<file path="config.mk">
export PLATFORM = sky130hd
export DESIGN_NAME = serial_mag_cmp
export DESIGN_NICKNAME = d
export VERILOG_FILES = /design/src/rtl/serial_mag_cmp_pkg.sv /design/src/rtl/serial_mag_cmp_slice.sv /design/src/rtl/serial_mag_cmp.sv
export SDC_FILE = /design/constraint.sdc
export NUM_CORES = 1
export LEC_CHECK = 0
export ABC_AREA = 1
export CELL_PAD_IN_SITES_DETAIL_PLACEMENT = 0
export CELL_PAD_IN_SITES_GLOBAL_PLACEMENT = 1
export CORE_AREA = 2 2 91 49
export DETAILED_ROUTE_END_ITERATION = 8
export DIE_AREA = 0 0 93 51
export PLACE_DENSITY = 0.85
export SLEW_MARGIN = 20
export SYNTH_ARGS = -nofsm -noshare
export SYNTH_HDL_FRONTEND = slang
export SYNTH_SLANG_ARGS = --single-unit
</file>
<file path="constraint.sdc">
create_clock -name clk -period 1.9 [get_ports clk]
set_clock_uncertainty 0.1 [all_clocks]
set_input_delay 0.38 -clock clk [delete_from_list [all_inputs] [get_ports clk]]
set_output_delay 0.38 -clock clk [all_outputs]
set_load 0.02 [all_outputs]
</file>
<file path="src/rtl/serial_mag_cmp_pkg.sv">
// serial_mag_cmp_pkg: shared encodings for the serial magnitude comparator.
// FSM states, verdict encoding and the slice-index width helper.
package serial_mag_cmp_pkg;

   typedef enum logic [1:0] {
      ST_IDLE = 2'd0,
      ST_RUN  = 2'd1,
      ST_DONE = 2'd2
   } state_t;

   typedef enum logic [1:0] {
      EQ = 2'd0,
      LT = 2'd1,
      GT = 2'd2
   } cmp_res_t;

   // Slice index needs at least one bit even for a single slice.
   function automatic int idx_width(input int s);
      return (s <= 2) ? 1 : $clog2(s);
   endfunction

endpackage

</file>
<file path="src/rtl/serial_mag_cmp_slice.sv">
// cmp2_slice: combinational 2-bit unsigned magnitude comparator.
// Exactly one of eq/lt/gt is high for any input pair.
module cmp2_slice (
   input  logic [1:0] x,
   input  logic [1:0] y,
   output logic       eq,
   output logic       lt,
   output logic       gt
);

   always_comb begin
      eq = (x == y);
      lt = (x < y);
      gt = (x > y);
   end

endmodule

</file>
<file path="src/rtl/serial_mag_cmp.sv">
// serial_mag_cmp: W-bit unsigned compare using one shared 2-bit slice,
// MSB pair first, stopping at the first unequal pair.
module serial_mag_cmp
   import serial_mag_cmp_pkg::*;
#(
   parameter  int W  = 8,
   localparam int S  = W / 2,
   localparam int IW = idx_width(S)
) (
   input  logic          clk,
   input  logic          reset,
   input  logic          start,
   input  logic [W-1:0]  a,
   input  logic [W-1:0]  b,
   output logic          busy,
   output logic          done,
   output logic          a_eq,
   output logic          a_lt,
   output logic          a_gt,
   output logic [IW:0]   slices_used
);

   generate
      if ((W % 2) != 0 || W < 2) begin : g_bad_w
         $error("serial_mag_cmp: W must be even and >= 2");
      end
   endgenerate

   localparam logic [IW-1:0] IDX_TOP = IW'(S - 1);
   localparam logic [IW-1:0] IDX_ONE = IW'(1);
   localparam logic [IW:0]   CNT_ONE = (IW + 1)'(1);

   state_t          state;
   logic [W-1:0]    ra;
   logic [W-1:0]    rb;
   logic [IW-1:0]   idx;
   logic [1:0]      sx;
   logic [1:0]      sy;
   logic            s_eq;
   logic            s_lt;
   logic            s_gt;

   // Only the latched operands ever reach the slice.
   always_comb begin
      sx = ra[{idx, 1'b0} +: 2];
      sy = rb[{idx, 1'b0} +: 2];
   end

   cmp2_slice u_slice (
      .x  (sx),
      .y  (sy),
      .eq (s_eq),
      .lt (s_lt),
      .gt (s_gt)
   );

   always_ff @(posedge clk) begin
      if (reset) begin
         state       <= ST_IDLE;
         ra          <= '0;
         rb          <= '0;
         idx         <= '0;
         busy        <= 1'b0;
         done        <= 1'b0;
         a_eq        <= 1'b0;
         a_lt        <= 1'b0;
         a_gt        <= 1'b0;
         slices_used <= '0;
      end else begin
         done <= 1'b0;
         unique case (state)
            ST_IDLE: begin
               if (start) begin
                  ra          <= a;
                  rb          <= b;
                  idx         <= IDX_TOP;
                  a_eq        <= 1'b0;
                  a_lt        <= 1'b0;
                  a_gt        <= 1'b0;
                  slices_used <= '0;
                  busy        <= 1'b1;
                  state       <= ST_RUN;
               end
            end
            ST_RUN: begin
               slices_used <= slices_used + CNT_ONE;
               if (s_lt || s_gt) begin
                  a_lt  <= s_lt;
                  a_gt  <= s_gt;
                  busy  <= 1'b0;
                  done  <= 1'b1;
                  state <= ST_DONE;
               end else if (idx == '0) begin
                  a_eq  <= 1'b1;
                  busy  <= 1'b0;
                  done  <= 1'b1;
                  state <= ST_DONE;
               end else begin
                  idx <= idx - IDX_ONE;
               end
            end
            ST_DONE: begin
               state <= ST_IDLE;
            end
            default: begin
               state <= ST_IDLE;
            end
         endcase
      end
   end

endmodule

</file>
== After elaboration in Yosys (flattened, before gate mapping) ==
Index checks and enable logic that the tools add are counted.

* Word-level logic and storage cells: 60
* Flip-flop bits (word level): 28
* Output and inout port bits: 8

* Muxes and demuxes: 24
* Shift operators: 2
* $lt $le $gt $ge: 2
* Add/sub/neg operators: 2
* Bitwise logic cells: 1
* Reduce and logical (&&, ||, !) cells: 12
* Equality and inequality tests: 7

{| class="wikitable"
|+ Operators with widths
! operator !! count
|-
| 8-bit by 4-bit indexed part select with 2-bit output || 2
|-
| 2-bit 2-to-1 mux || 6
|-
| 1-bit 2-to-1 mux || 10
|-
| 2-bit inequality test (second input constant) || 5
|-
| 1-bit case mux with 2 select lines || 4
|-
| 2-bit case mux with 2 select lines || 2
|-
| 4-bit AND reduction || 2
|-
| 3-bit case mux with 2 select lines || 1
|-
| 2-bit AND reduction || 3
|-
| 3-bit AND reduction || 2
|-
| 2-bit zero test || 2
|-
| 3-bit by 1-bit adder with 3-bit output (second input constant) || 1
|-
| 3-bit 2-to-1 mux || 1
|-
| 3-bit inequality test (second input constant) || 1
|-
| 2-bit by 1-bit equality test with 1-bit output (second input constant) || 1
|-
| 2-bit greater-than comparator || 1
|-
| 2-bit less-than comparator || 1
|-
| 2-bit nonzero test || 1
|-
| 2-bit OR reduction || 1
|-
| 2-bit by 1-bit subtractor with 2-bit output (second input constant) || 1
|-
| 1-bit logical OR || 1
|-
| 1-bit inverter || 1
|}

== Logic depth before layout (Yosys ltp) ==
* Word-level depth: 5
* Depth in mapped cells: 13
* Gate-level depth less buffers: 12

== By module ==
From an unflattened synthesis, not the netlist that was laid out.

* Cells, all modules: 170
* Area total of the unflattened synthesis: 1301.2 µm²

{| class="wikitable"
|+ By module, submodules not included
! module !! seq. area each (µm²) !! instances !! area an instance (µm²) !! cells an instance
|-
| serial_mag_cmp || 560.5 || 1 || 1236.2 || 159
|-
| cmp2_slice || 0.0 || 1 || 65.1 || 11
|}

== Worst setup path after synthesis ==
OpenSTA, ideal clock, no wires.

* Path type: reg2reg
* Start point: register idx[0]
* End point: register idx[1]
* Clock period less this slack: 1.835 ns
* Data arrival time: 1.623 ns
* Setup slack: 0.065 ns
* Library setup time: 0.111 ns
* Cell stages (with the launch flop): 13
* Path buffers: 1
* Data required time: 1.689 ns
* Path through: dfxtp_1 > buf_4 > clkinv_1 > o21ai_0 > o22ai_1 > ha_1 > nand2_1 > nand2_1 > nand3_1 > nand2_1 > nand2_1 > nand2_1 > nor2_1

* Word-level cells in the longest chain between the ends: 5
* Elaborated cells between the ends (all ways): 13

{| class="wikitable"
|+ RTL lines
! what !! RTL line !! source
|-
| from (decl) || serial_mag_cmp.sv:36 || <nowiki>logic [IW-1:0] idx;</nowiki>
|-
| from (signal assigned) || serial_mag_cmp.sv:99 || <nowiki>idx <= idx - IDX_ONE;</nowiki>
|-
| 8-bit by 4-bit indexed part select with 2-bit output (on tied branches) || serial_mag_cmp.sv:45, serial_mag_cmp.sv:46 ||
|-
| 2-bit less-than comparator / 2-bit greater-than comparator (equally long branches) || serial_mag_cmp_slice.sv:13, serial_mag_cmp_slice.sv:14 ||
|-
| 1-bit logical OR || serial_mag_cmp.sv:87 || <nowiki>if (s_lt || s_gt) begin</nowiki>
|-
| 2-bit inequality test (no source line) || - ||
|-
| 4-bit AND reduction (no source line) || - ||
|}

Several ways; a longest one is shown, not always the timed one. The select of a mux whose other input is x is not followed.
A chain may end at the register's enable or synchronous reset.

== Worst setup path after layout ==
* Start point: register slices_used[0]
* End point: output slices_used[0]

{| class="wikitable"
|+ RTL lines
! what !! RTL line !! source
|-
| from (decl) || serial_mag_cmp.sv:20 || <nowiki>output logic [IW:0] slices_used</nowiki>
|-
| from (signal assigned) || serial_mag_cmp.sv:86 || <nowiki>slices_used <= slices_used + CNT_ONE;</nowiki>
|}

No word-level cell between the ends.

==> impl_summary.txt <==
----------------------------------------------------
[Place]
  Post-Place Cells ... 245
  I/O Buffers ... 26
  Weighted congestion reported at the end of routability-driven placement ... 0.865
  DPL Wire Length ... 1.88 mm

[CTS]
  Number of buffers inserted by hold repair at cts ... 0
  CTS tree ... yes
  Longest Clk Path Bufs ... 2
  Clock sink count ... 28
  Clk Tree Root Cell ... sky130_fd_sc_hd__clkbuf_8
  TritonCTS buffer count ... 3
  Clock insertion delay at the later pin of the skew report ... 0.27 ns
  Clock-pin slew on the worst setup and hold paths ... 0.09 ns
  H-Tree Depth ... 1

[Detailed routing]
  Avg Vias per Cell ... 4.29
  Total number of vias ... 1,076
  Post-DRT Antenna Nets ... 0
  Post-DR wirelength/cell ... 10.6 µm
  Initial DRT Pass Iterations ... 5
  First DRT Iteration DRCs ... slightly below 60
  Final routed DRC violation total ... 0
  Routed wire length ... 2.65 mm

[Die]
  Floorplan row count ... 17
  Total I/O pin count ... 27
  Initial standard-cell utilization of the core ... 30.3%
  Overall die width ... 93 µm
  Die H ... 51 µm
  Die area ... around 4700 µm²
  Standard cell core area ... approximately 4100 µm²

[Power and ir drop]
  Power per cell area ... slightly below 900 nW/µm²
  Peak VDD IR ... 0.000247 V
  Leakage component of the power ... 0.680 nW

[Setup path]
  Data required time of the worst path ... approximately 1.4 ns
  Setup Crit Path Kind ... flop to output port
  Crit path max-delay cell type ... sky130_fd_sc_hd__clkdlybuf4s50_1
  Worst EP arrival ... 1.29 ns
  Maximum fanout along the worst path ... 4
  Crit path cell chain ... clkdlybuf4s50_1
  Kind of end point of the critical path ... output port
  Family with the most delay on the worst path ... buffers and inverters
  Worst Setup Start Kind ... flop
  Number of buffer and inverter instances along the worst setup path ... 1
  Crit path largest cell delay ... 0.63 ns

[STA]
  Final Max Tran Viols ... 0
  Final hold violation count ... 0
  Total of endpoints with negative setup slack in the final report ... 0
  Crit share post-route ... just over 90%
  Pin slew with the least headroom to its limit ... about 0.28 ns
  Post-route setup TNS ... 0 ns
  Worst-case headroom to the max-slew limit ... 81.4%
  Maximum clock frequency ... 565 MHz
  Time the worst path needs with I/O delays and setup ... 1.77 ns

[Synth]
  Synth Net Count ... 187
  Synth Cell Area ... 1240 µm²
  Gate count after technology mapping ... approximately 160
  Number of unique standard cell types used by synthesis ... 23
  Number of register bits inferred by synthesis ... 28
  Average size of a mapped cell ... approximately 7.5 µm²
  Sequential-to-total area share from yosys stat ... 45.3%
  Count of yosys warnings during synthesis ... 0

[Run]
  Max Cap Viol ... 0

[Global route]
  Total Routing Usage GR ... between 10% and 20%
  GRT overflow ... 0
  Maximum number of pins on one net before global-route repair ... 27
  Initial antenna violation count ... 0
  Global-route wire length before repair ... 4.51 mm
  Via count of the first global-routing pass ... 989

[Layout]
  Net count, final ... 218
  Count of non-filler cells in the finished layout ... 251
  Number of diodes ... 0
  Number of fill cells ... 444
  Layout cells sized above 1 ... 12.9%
  Most used cells in the layout excluding fill and tap cells ... 43 x sky130_fd_sc_hd__nor2_1, 27 x sky130_fd_sc_hd__dfxtp_1, 26 x sky130_fd_sc_hd__clkdlybuf4s50_1
  Area Overhead vs Synth ... 33.0%
  Commonest non-fill, non-tap cell in the layout ... sky130_fd_sc_hd__nor2_1

[Outcome]
  Run status ... complete, no violations

[Worst hold path]
  Hold crit path type ... flop to flop

----------------------------------------------------
synth_stat cells, drive strengths merged:
| master | number | area (µm²) |
|---|---|---|
| clkinv | 1 | 3.75 |
| o22ai | 2 | 12.5 |
| a32o | 2 | 20.0 |
| nand4 | 2 | 12.5 |
| a21oi | 8 | 40.0 |
| a211oi | 2 | 15.0 |
| nand2 | 25 | 101 |
| dfxtp | 28 | 561 |
| a31oi | 1 | 6.26 |
| buf | 7 | 60.1 |
| nand3 | 3 | 15.0 |
| inv | 12 | 50.1 |
| o21ai | 21 | 105 |
| nor2 | 46 | 185 |
| ha | 4 | 50.1 |
stage by stage:
stage / setup WS, ns / hold slack (ns) / power, mW / instance area (µm²) / util, %
after detailed placement: -0.0243 / 0.354 / 1.05 / 1550 / 37.9
after floorplan: 0.0652 / 0.348 / 0.940 / 1240 / -
final: 0.129 / 0.367 / 1.45 / 1650 / 40.3
after global placement: 0.0658 / 0.354 / 1.05 / 1550 / 37.9
after CTS: 0.0286 / 0.369 / 1.42 / 1600 / 39.2
after global routing: -0.0139 / 0.404 / 1.56 / 1650 / 40.3
layer usage:
layer | up-vias | share of wire [%] | GRT usage, %
li1 | 595 | - | -
met2 | 27 | 34 | 15.8
met3 | 0 | 7.9 | 5.16
met4 | 0 | 0 | 2.21
met5 | - | 0 | 0
met1 | 454 | 58 | 18.6
registers in the layout, indices dropped and copies added (netlist names):
register	cells
idx	2
rb	8
slices_used	3
a_gt	1
busy	1
ra	8
state	2
a_lt	1
done	1
a_eq	1
area by class of cell:
type	count	area (µm²)	area share (%)
clock buffer	4	55.1	3.35
inverter	13	56.3	3.42
sequential	28	564	34.3
timing repair buffer	33	314	19.1
tap	57	71.3	4.33
multi-input combinational	116	584	35.5
what timing repair did:
item / CTS / global route
pin swaps: 0 / 6
buffers inserted: 0 / 1
resized for setup: 1 / 13
cloned: 0 / 1
setup endpoints to repair: 2 / 7
endpoints found under the hold margin: 0 / 0
final timing paths:
kind / from / endpoint / slack, ns / cells past startpoint
max reg2reg: idx[0]$_SDFFE_PP0P_ / idx[1]$_SDFFE_PP0P_ / 0.14 / 11
max: slices_used[0]$_SDFFE_PP0P_ / slices_used[0] / 0.13 / 1
min: busy$_SDFFE_PP0P_ / busy$_SDFFE_PP0P_ / 0.37 / 2
min reg2reg: busy$_SDFFE_PP0P_ / busy$_SDFFE_PP0P_ / 0.37 / 2
kinds of logic after synthesis:
logic type / after synthesis / share of synthesized area [%]
simple gates: 76 / 25.4
compound gates: 36 / 16.1
flops: 28 / 45.3
buf+inv: 20 / 9.20
fa+ha+maj: 4 / 4.04
where the power goes:
part,leakage (nW),total [mW],internal (mW),switching (mW)
Combinational,0.420,0.411,0.185,0.226
Sequential,0.232,0.678,0.643,0.0349
Clock,0.0288,0.361,0.185,0.176
Total,0.680,1.45,1.01,0.436
(Power assumes the default switching activity.)
